===== config.mk =====
export PLATFORM = sky130hd
export DESIGN_NAME = imem_arbiter
export DESIGN_NICKNAME = d
export VERILOG_FILES = /design/src/rtl/imem_arbiter_pkg.sv /design/src/rtl/imem_arbiter.sv
export SDC_FILE = /design/constraint.sdc
export NUM_CORES = 1
export LEC_CHECK = 0
export ABC_CLOCK_PERIOD_IN_PS = 1600
export BUFFER_PORTS_ARGS = -buffer_cell sky130_fd_sc_hd__buf_2
export CORE_MARGIN = 8
export CORE_UTILIZATION = 34
export CTS_CLUSTER_DIAMETER = 150
export DETAILED_ROUTE_END_ITERATION = 7
export PLACE_DENSITY = 0.81
export SKIP_CTS_REPAIR_TIMING = 1
export SYNTH_ARGS = -nofsm -noshare
export SYNTH_HDL_FRONTEND = slang
export SYNTH_SLANG_ARGS = --single-unit

===== constraint.sdc =====
create_clock -name clk -period 1.6 [get_ports clk]
set_clock_uncertainty 0.2 [all_clocks]
set_input_delay 0.16 -clock clk [delete_from_list [all_inputs] [get_ports clk]]
set_output_delay 0.16 -clock clk [all_outputs]
set_load 0.005 [all_outputs]

===== src/rtl/imem_arbiter_pkg.sv =====
// Shared encodings and constants for the instruction/data memory arbiter.
package imem_arbiter_pkg;

    // Word-address width of the program/data memory.
    localparam int InstMemNumLog2 = 17;

    localparam logic [31:0] ZeroWord    = 32'h0000_0000;
    localparam logic        RstEnable   = 1'b1;
    localparam logic        ChipEnable  = 1'b1;
    localparam logic        WriteEnable = 1'b1;

    // Fetches always read the full word.
    localparam logic [3:0]  SelAll      = 4'hF;
    localparam logic [3:0]  SelNone     = 4'h0;

    // Arbiter sequencing: IDLE samples requests, ISSUE drives the memory,
    // RESP returns data (and may grant the next request back-to-back).
    typedef enum logic [1:0] {
        ArbIdle  = 2'd0,
        ArbIssue = 2'd1,
        ArbResp  = 2'd2
    } arb_state_e;

    // Owner of the transaction currently in flight.
    typedef enum logic {
        GntIf = 1'b0,
        GntDm = 1'b1
    } arb_gnt_e;

endpackage


===== src/rtl/imem_arbiter.sv =====
// Serializes IF fetches and MEM loads/stores onto one single-port synchronous
// memory. The data port has fixed priority; each access takes ISSUE + RESP.
module imem_arbiter
    import imem_arbiter_pkg::*;
#(
    parameter int ADDR_W = InstMemNumLog2,
    parameter int DATA_W = 32
) (
    input  logic              clk,
    input  logic              rst,

    // Instruction fetch port
    input  logic              if_ce,
    input  logic [31:0]       if_addr,
    output logic [DATA_W-1:0] if_inst,
    output logic              if_ready,
    output logic              stallreq_if,

    // Load/store port
    input  logic              dm_ce,
    input  logic              dm_we,
    input  logic [31:0]       dm_addr,
    input  logic [3:0]        dm_sel,
    input  logic [DATA_W-1:0] dm_wdata,
    output logic [DATA_W-1:0] dm_rdata,
    output logic              dm_ready,
    output logic              stallreq_mem,

    // Memory macro side
    output logic              mem_ce,
    output logic              mem_we,
    output logic [ADDR_W-1:0] mem_addr,
    output logic [3:0]        mem_sel,
    output logic [DATA_W-1:0] mem_wdata,
    input  logic [DATA_W-1:0] mem_rdata
);

    arb_state_e        state_q,     state_d;
    arb_gnt_e          gnt_q,       gnt_d;
    logic [ADDR_W-1:0] mem_addr_q,  mem_addr_d;
    logic              mem_we_q,    mem_we_d;
    logic [3:0]        mem_sel_q,   mem_sel_d;
    logic [DATA_W-1:0] mem_wdata_q, mem_wdata_d;

    logic resp_if;
    logic resp_dm;
    logic req_if;
    logic req_dm;

    // The port being answered this cycle cannot be re-granted until its
    // requester has had a chance to drop or change its request.
    assign resp_if = (state_q == ArbResp) && (gnt_q == GntIf);
    assign resp_dm = (state_q == ArbResp) && (gnt_q == GntDm);
    assign req_dm  = dm_ce && !resp_dm;
    assign req_if  = if_ce && !resp_if;

    // Next-state and next-request-register logic.
    always_comb begin
        // NOTE: every signal gets a default first so no path leaves it unassigned (no latch).
        state_d     = state_q;
        gnt_d       = gnt_q;
        mem_addr_d  = mem_addr_q;
        mem_we_d    = mem_we_q;
        mem_sel_d   = mem_sel_q;
        mem_wdata_d = mem_wdata_q;

        unique case (state_q)
            ArbIssue: begin
                state_d = ArbResp;
            end

            ArbIdle, ArbResp: begin
                if (req_dm) begin
                    state_d     = ArbIssue;
                    gnt_d       = GntDm;
                    mem_addr_d  = dm_addr[ADDR_W+1:2];
                    mem_we_d    = dm_we;
                    mem_sel_d   = dm_sel;
                    mem_wdata_d = dm_wdata;
                end else if (req_if) begin
                    state_d     = ArbIssue;
                    gnt_d       = GntIf;
                    mem_addr_d  = if_addr[ADDR_W+1:2];
                    mem_we_d    = 1'b0;
                    mem_sel_d   = SelAll;
                    mem_wdata_d = '0;
                end else begin
                    state_d     = ArbIdle;
                    mem_we_d    = 1'b0;
                    mem_sel_d   = SelNone;
                    mem_wdata_d = '0;
                end
            end

            default: begin
                state_d = ArbIdle;
            end
        endcase
    end

    // State and registered memory-request outputs, synchronous reset.
    always_ff @(posedge clk) begin
        // NOTE: sequential state uses non-blocking assignments so all registers update together.
        if (rst == RstEnable) begin
            state_q     <= ArbIdle;
            gnt_q       <= GntIf;
            mem_addr_q  <= '0;
            mem_we_q    <= 1'b0;
            mem_sel_q   <= SelNone;
            mem_wdata_q <= '0;
        end else begin
            state_q     <= state_d;
            gnt_q       <= gnt_d;
            mem_addr_q  <= mem_addr_d;
            mem_we_q    <= mem_we_d;
            mem_sel_q   <= mem_sel_d;
            mem_wdata_q <= mem_wdata_d;
        end
    end

    // Reset in ISSUE must abort the access, so the enable is gated directly.
    assign mem_ce    = (state_q == ArbIssue) && (rst != RstEnable);
    assign mem_we    = mem_we_q;
    assign mem_addr  = mem_addr_q;
    assign mem_sel   = mem_sel_q;
    assign mem_wdata = mem_wdata_q;

    // Ready is not gated by reset: a RESP cycle under reset still completes.
    assign if_ready  = resp_if;
    assign dm_ready  = resp_dm;
    assign if_inst   = resp_if ? mem_rdata : '0;
    // mem_we_q still describes the finishing access during RESP.
    assign dm_rdata  = (resp_dm && !mem_we_q) ? mem_rdata : '0;

    assign stallreq_if  = if_ce && !if_ready;
    assign stallreq_mem = dm_ce && !dm_ready;

    // Byte offset and out-of-range address bits are deliberately dropped.
    logic unused_addr_bits;
    assign unused_addr_bits = ^{if_addr[31:ADDR_W+2], if_addr[1:0],
                                dm_addr[31:ADDR_W+2], dm_addr[1:0]};

endmodule

* Word level (Yosys, flattened, before mapping)
Cells that the tools add are included.
Word-level totals: bits in writable memories 0, memories 0, output and inout bits 123, bits in read-only memories 0, bits in registers 57, bits in latches 0, logic and storage cells 36
Operators by class: mux-type cells 13, eq/ne operators 2, divide/modulo/power cells 0, magnitude comparators 0, reduce and logical (&&, ||, !) cells 13, bitwise gates (word level) 2, multipliers 0, add/subtract/negate cells 0, shift-type cells 0
Operator list (number):
- 2-to-1 mux 32 bit | 3
- 2-to-1 mux 17 bit | 2
- 2-to-1 mux 4 bit | 2
- logical AND 1 bit | 6
- 2-to-1 mux 1 bit | 5
- case mux 2 bit (2 select lines) | 1
- logical NOT 1 bit | 3
- equality test 2 x 1 -> 1 bit, second input constant | 1
- equality test 2 bit, second input constant | 1
- logical NOT 2 bit | 1
- NOT 1 bit | 2
- AND reduction 2 bit | 1
- nonzero test 2 bit | 1
- OR reduction 2 bit | 1

* Logic depth before layout (Yosys ltp)
Gate-level depths: netlist of the first run.
word-level depth 7, gate-level depth with buffers 6, gate-level depth less buffers 4

* Worst setup path before layout of the first run
Ideal clock, no wire load.
path kind register to register, start register gnt_q, end register mem_addr_q[10] (netlist: mem_addr[10]), slack -0.090 ns, buffers on the path 2, data required time 1.312 ns, clock period less this slack 1.690 ns, data arrival time 1.402 ns, stages on the path, launching flop included 6, path through dfxtp_1 mux2_4 o21a_1 buf_6 buf_12 a311oi_2
Between the ends: longest elaborated chain between the ends 6, elaborated cells on any way between the ends 10
RTL lines:
- start: declaration | line imem_arbiter.sv:39 | arb_gnt_e gnt_q, gnt_d;
- start signal: assignment | line imem_arbiter.sv:106 | gnt_q <= GntIf;
- start signal: assignment | line imem_arbiter.sv:113 | gnt_q <= gnt_d;
- NOT 1 bit | line imem_arbiter.sv:52 | assign resp_if = (state_q == ArbResp) && (gnt_q == GntIf);
- logical AND 1 bit | line imem_arbiter.sv:52
- logical NOT 1 bit | line imem_arbiter.sv:55 | assign req_if = if_ce && !resp_if;
- logical AND 1 bit | line imem_arbiter.sv:55
- nonzero test 2 bit (no source line)
- AND reduction 2 bit (no source line)
- end signal: assignment | line imem_arbiter.sv:114 | mem_addr_q <= mem_addr_d;
- end: declaration | line imem_arbiter.sv:40 | logic [ADDR_W-1:0] mem_addr_q, mem_addr_d;
Parallel ways exist; a longest one is shown, timed or not. A chain may end at the register's enable or synchronous reset.

* Final worst setup path of the first run
start register gnt_q, end output if_inst[16]
Between the ends: longest elaborated chain between the ends 3
RTL lines:
- NOT 1 bit | line imem_arbiter.sv:52
- logical AND 1 bit | line imem_arbiter.sv:52
- 2-to-1 mux 32 bit | line imem_arbiter.sv:131 | assign if_inst = resp_if ? mem_rdata : '0;
- end: declaration | line imem_arbiter.sv:15 | output logic [DATA_W-1:0] if_inst,
No other way between the ends.

==> results.md, run 1 <==
* Status: finished with violations
* Failing checks: negative setup slack
* Hold Crit Depth at 3
* Register area at 0.001150 mm^2
* # diodes at 0
* Post-route insts no fill at 736
* Synth area leaders: dfxtp_1 39%, and2_1 14%, a22o_1 9.9%
* Critical Path Fanout Max at 8
* Die height at 108.7 um
* Die area at 0.01181 mm^2
* Initial core utilization at 0.3432
* Residual DRC at 0
* Synth top area share at 0.3907
* DRT iter0 DRCs at 160
* Core ar. at 0.008508 mm^2
* Seq/Total Area, Yosys at 0.3907
* CTS tree: yes
* Clock Pin Slew Worst Setup and Hold Paths at 0.07 ns
* GRT overflow at 0
* Max transition margin at 0.7765
* Clk Latency, worst-skew pair at 0.33 ns
* Syn_nets at 439
* Vias in the first global route at 3376
* Pwr Total at 4029 uW
* Layout fillers at 629
* Placement Cell Area at 0.004239 mm^2
* Vias at 3709
* Largest net degree at the start of global routing at 35
* Top_reg_cell synth: dfxtp_1
* Num rows at 34
* Unrepaired setup endpoints after global routing: yes
* Max_cap viols at 0
* Async set or reset register ratio after synthesis at 0
* Worst-path cell chain: nor3_4 > buf_6 > clkbuf_16 > and2_4 > buf_6
* GR Util All Layers at 0.1709
* Port Buffer Count at 229
* Period utilization at 1.137
* HPWL after DPL at 8679 um
* Placed Cells incl. Taps at 636
* First-pass GRT wire length at 16370 um
* Synth cell types at 34
* H-tree levels at 3
* Peak VDD IR at 0.5193 mV
* Cell with the most instances after synthesis: and2_1
* Reg2reg setup slack at -0.04 ns
* Top Ports at 260
* Synth cell count leaders: 66 x and2_1, 57 x dfxtp_1, 33 x a22o_1
* Routability cong. at 0.7984
* Syn Area/Cell at 9.670 um^2
* Lkg Pwr at 0.002812 uW
* Syn. warnings at 0
* Clock Tree Root: clkbuf_8
* Power Density at 717.1 mW/mm^2
* Worst path slowest cell: dfxtp_4
* Post-route cell area at 0.005618 mm^2
* Antenna violations before repair at 0
* Drt wl/cell at 18.58 um
* Die Wd at 108.7 um
* Number of antenna-violating nets in the routed design at 0
* Vias per std cell at 5.039
* First-pass detailed-route iteration total at 5
* Clk buf depth at 2
* Critical Path RT at 1.24 ns
* Routed WL at 13670 um
* Cell taking the most area after synthesis: dfxtp_1
* Type of the most critical hold path: in2reg
* Critical Path Most Common Cell: buf_6
* Share of layout cells above drive strength 1 at 0.5462
* Number of CTS-inserted buffers at 9
* Nets at 761
* Worst R2R Path Depth at 5
* Setup crit start kind: flop
* Gate count of the mapped netlist at 302
* Slew Viols, Final at 0
* Hold WS at 0.004743 ns
* Fin crit period at 1.819 ns
* Sink Count at 57
* Synth Cell Area at 0.002920 mm^2
* Critical Path Max Stage Delay at 0.38 ns
* Setup-failing EPs final at 82
* Kind of critical path: reg2out
* Final hold vios at 0
* Post-synth EDFFs at 0
* Pin slew with the least headroom to its limit at 0.3352 ns
* Setup TNS at -11.14 ns
* Syn-to-layout area delta at 92.37%
* FF+latch count, synth at 57
* CP endpoint kind: output port
* Critical Path AT at 1.46 ns
* Fmax at 549.6 MHz
* Final worst slack at -0.2194 ns
* Multi-input logic area at 0.001658 mm^2
==> registers in the layout, indices dropped and copies added (netlist names) <==
name	count
gnt_q	1
mem_addr	17
mem_sel	4
mem_wdata	32
mem_we	1
state_q	2
==> kinds of logic after synthesis <==
kind of cell	after synthesis	share of synthesized area
AND/OR/NAND/NOR	114	0.2502
AO/OA/AOI/OAI	97	0.2669
flip-flops	57	0.3907
buffers and inverters	33	0.08697
multiplexers	1	0.005140
==> where the power goes <==
| part | total [uW] | switching, uW | leakage [uW] | internal [uW] |
|---|---|---|---|---|
| Combinational | 1080 | 459 | 0.00224 | 618 |
| Sequential | 1610 | 79.0 | 0.000471 | 1530 |
| Clock | 1340 | 553 | 0.000102 | 791 |
==> final timing paths <==
path / start / endpoint
setup / recovery: gnt_q$_SDFFE_PP0P_ / if_inst[16]
setup reg to reg: state_q[0]$_SDFF_PP0_ / mem_sel[2]$_SDFFE_PP0P_
hold reg to reg: mem_wdata[28]$_SDFFE_PP0P_ / mem_wdata[28]$_SDFFE_PP0P_
hold / removal: dm_sel[3] / mem_sel[3]$_SDFFE_PP0P_
==> critical path: cells and delay by family (launching register included) <==
| family | cells | cell delay [ns] |
|---|---|---|
| simple gates | 2 | 0.35 |
| buf+inv | 3 | 0.39 |
| flops | 1 | 0.38 |
==> layout make-up <==
cell class / count / share of cell area
repair buffers: 340 / 0.4370
multi-input cells: 212 / 0.2951
flip-flops and latches: 57 / 0.2047
clock buffers: 12 / 0.02762
well taps: 108 / 0.02405
clock inverters: 3 / 0.007127
inverters: 4 / 0.004454
==> per-stage QoR <==
stage	setup slack, ns	util
5_1_grt	-0.2885	0.6603
4_1_cts	-0.3091	0.5212
2_1_floorplan	-0.009989	-
3_3_place_gp	0.05565	0.4982
3_5_place_dp	-0.02844	0.4982
6_report	-0.2194	0.6603
==> cells in the final DEF (no fill, tap or decap), drive strengths merged <==
cell,Yosys,final
a221oi,4,4
a311oi,17,17
dlygate4sd3,0,70
o21ba,1,1
o22ai,17,17
nand3,17,17
nor4b,1,1
nor2,4,4
a22o,33,33
nand2,5,5
inv,3,3
a21oi,5,5
dfxtp,57,57
clkinv,1,3
clkbuf,18,16
nor3,1,1
o21a,1,1
nand3b,2,2
bufinv,0,1
or2b,10,10
nand2b,7,7
nor2b,1,1
o21ai,19,19
buf,9,266
mux2,1,1
and2,66,66
==> per-layer routing <==
layer / share of wire / GRT usage
met2: 0.52 / 0.2942
met3: 0.086 / 0.06856
met1: 0.38 / 0.1892
met5: 0 / 0
met4: 0.019 / 0.05279
(Power assumes the default switching activity.)
==> run 2, diff against run 1 <==
--- a/config.mk
+++ b/config.mk
@@ -5,13 +5,13 @@
 export SDC_FILE = /design/constraint.sdc
 export NUM_CORES = 1
 export LEC_CHECK = 0
-export ABC_CLOCK_PERIOD_IN_PS = 1600
+export ABC_CLOCK_PERIOD_IN_PS = 1700
 export BUFFER_PORTS_ARGS = -buffer_cell sky130_fd_sc_hd__buf_2
 export CORE_MARGIN = 8
-export CORE_UTILIZATION = 34
+export CORE_UTILIZATION = 38
 export CTS_CLUSTER_DIAMETER = 150
 export DETAILED_ROUTE_END_ITERATION = 7
-export PLACE_DENSITY = 0.81
+export PLACE_DENSITY = 0.85
 export SKIP_CTS_REPAIR_TIMING = 1
 export SYNTH_ARGS = -nofsm -noshare
 export SYNTH_HDL_FRONTEND = slang
==> constraint.sdc (replaced) <==
create_clock -name clk -period 1.7 [get_ports clk]
set_clock_uncertainty 0.2 [all_clocks]
set_input_delay 0.17 -clock clk [delete_from_list [all_inputs] [get_ports clk]]
set_output_delay 0.17 -clock clk [all_outputs]
set_load 0.005 [all_outputs]
==> run 2 against run 1 <==
  * The flow finishes with violations (negative hold slack, negative setup slack)
  * Clock power is 8% lower
  * Combinational power decreased by 13%
  * First-iteration DRC count grew 33%
  * Die area shrank 9.0%
  * Sequential share of layout area increased by 0.97 points
  * Non-clock buffer count decreased by 14
  * Count of clock-buffer cells in the layout down 1
  * Register-to-register slack gained 0.14 ns
  * Sequential power shrank 6%
  * Cell count decreased by 2.6%
  * Critical path depth is 1 higher
  * Critical path type unchanged
  * Critical endpoint unchanged
  * Largest power group unchanged
==> results.md, run 2 (synthesis results as in run 1) <==
* Residual DRC at 0 (unchanged)
* GR Util All Layers at 0.1967 (+0.02578)
* Die height at 103.7 um (-4.6%)
* CTS tree: yes
* Clk Latency, worst-skew pair at 0.33 ns (about the same)
* Vias per std cell at 5.218 (+3.5%)
* CP endpoint kind: output port
* Port Buffer Count at 229 (unchanged)
* Nets at 747 (-1.8%)
* First-pass GRT wire length at 17640 um (+7.8%)
* H-tree levels at 3 (unchanged)
* Top Ports at 260 (unchanged)
* DRT iter0 DRCs at 213 (+33%)
* Num rows at 32 (-5.9%)
* Final core occ at 0.7105 (+0.05019)
* Layout fillers at 526 (-16%)
* Peak VDD IR at 0.5278 mV (+1.6%)
* Clk buf depth at 2 (unchanged)
* HPWL after DPL at 8831 um (+1.7%)
* Register area at 0.001152 mm^2 (+0.22%)
* Hold WS at -0.02288 ns (-0.02762 ns)
* Share of layout cells above drive strength 1 at 0.5220 (-0.02423)
* Vias in the first global route at 3498 (+3.6%)
* Number of CTS-inserted buffers at 9 (unchanged)
* Slew Viols, Final at 0 (unchanged)
* Final hold vios at 3 (+3)
* First-pass detailed-route iteration total at 5 (unchanged)
* Largest net degree at the start of global routing at 35 (unchanged)
* Unrepaired setup endpoints after global routing: yes
* Setup crit start kind: flop
* Max reg flops at 32 (unchanged)
* Core ar. at 0.007567 mm^2 (-11%)
* Vias at 3741 (+0.86%)
* GRT overflow at 0 (unchanged)
* Commonest non-fill, non-tap cell in the layout: buf_2
* Post-route insts no fill at 717 (-2.6%)
* # diodes at 0 (unchanged)
* Clock Pin Slew Worst Setup and Hold Paths at 0.07 ns (about the same)
* Lkg Pwr at 0.002700 uW (-4.0%)
* Placed Cells incl. Taps at 623 (-2.0%)
* Die Wd at 103.7 um (-4.6%)
* Drt wl/cell at 19.15 um (+3.1%)
* Antenna violations before repair at 0 (unchanged)
* Max_cap viols at 0 (unchanged)
* Type of the most critical hold path: in2reg
* Failing checks: negative hold slack, negative setup slack
* Fin crit period at 1.947 ns
* Syn-to-layout area delta at 84.10%
* Routed WL at 13730 um (+0.41%)
* Number of antenna-violating nets in the routed design at 0 (unchanged)
* Power Density at 685.6 mW/mm^2 (-4.4%)
* Sink Count at 57 (unchanged)
* Clock Tree Root: clkbuf_8
* Kind of critical path: reg2out
* Critical Path Fanout Max at 9 (+1)
* Pin slew with the least headroom to its limit at 0.3220 ns (-0.01329 ns)
* Critical Path AT at 1.58 ns (+0.12 ns)
* Status: finished with violations
* Initial core utilization at 0.3859 (+0.04268)
* Max transition margin at 0.7854 (+0.008861)
* Final worst slack at -0.2471 ns (-0.02763 ns)
* Critical Path RT at 1.33 ns (+0.09 ns)
* Commonest cells after routing, fill and taps aside: 214 x buf_2, 68 x dlygate4sd3_1, 54 x dfxtp_1
* Period utilization at 1.145
* Fmax at 513.6 MHz
* Setup-failing EPs final at 67 (-18%)
* Multi-input logic area at 0.001592 mm^2 (-4.0%)
* Routability cong. at 0.9050 (+13%)
* Die area at 0.01075 mm^2 (-9.0%)
* Setup TNS at -11.27 ns (-0.1236 ns)
[run 2: cell count changes in the layout (fill, tap and decap cells not counted), moves of 3 or more]
cell	before	now
a221oi_1	1	4
a221oi_2	3	0
a311oi_1	1	7
a311oi_2	16	10
buf_4	21	16
buf_6	24	17
[run 2: final timing paths]
kind	from	endpoint	slack, ns	cells past startpoint
setup / recovery	gnt_q$_SDFFE_PP0P_	if_inst[16]	-0.25	6
hold / removal	if_addr[11]	mem_addr[9]$_SDFFE_PP0P_	-0.02	3
setup reg to reg	gnt_q$_SDFFE_PP0P_	mem_addr[0]$_SDFFE_PP0P_	0.10	4
hold reg to reg	mem_wdata[27]$_SDFFE_PP0P_	mem_wdata[27]$_SDFFE_PP0P_	0.27	1
[run 2: metrics by stage]
| step | power, uW | worst slack (ns) | cell area, um^2 | hold WS (ns) |
|---|---|---|---|---|
| global placement | 2231 | 0.1149 | 4163 | 0.1780 |
| finish | 3686 | -0.2471 | 5376 | -0.02288 |
| detailed placement | 2259 | 0.04357 | 4163 | 0.1836 |
| global route | 3869 | -0.3052 | 5376 | 0.0006694 |
| floorplan | 1912 | 0.009519 | 2920 | 0.09569 |
| CTS | 3499 | -0.3304 | 4359 | -0.1709 |
[run 2: area by class of cell]
class / count / area share
repair buffers: 326 / 0.4256
multi-input cells: 212 / 0.2960
flip-flops and latches: 57 / 0.2143
clock buffers: 11 / 0.02630
well taps: 102 / 0.02374
clock inverters: 5 / 0.01024
inverters: 4 / 0.003724
[run 2: worst max-delay path, cell delays in order (launching register included)]
cell	delay, ns
dfxtp_4	0.36
buf_6	0.12
nor3_4	0.19
buf_12	0.15
clkbuf_16	0.14
and2_1	0.14
buf_2	0.13
[run 2: power breakdown]
group	internal, uW	leakage, uW	switching [uW]
clock	711	0.0000953	522
combinational	534	0.00213	408
sequential	1440	0.000471	72.9
total	2680	0.00270	1000
[run 2: metal layers]
| layer | vias up | GRT usage | wire length (um) |
|---|---|---|---|
| met1 | 1774 | 0.2211 | 5080 |
| met2 | 222 | 0.3414 | 7079 |
| met4 | 0 | 0.06101 | 384 |
| met3 | 36 | 0.06691 | 1186 |
| li1 | 1709 | - | - |
| met5 | - | 0 | 0 |
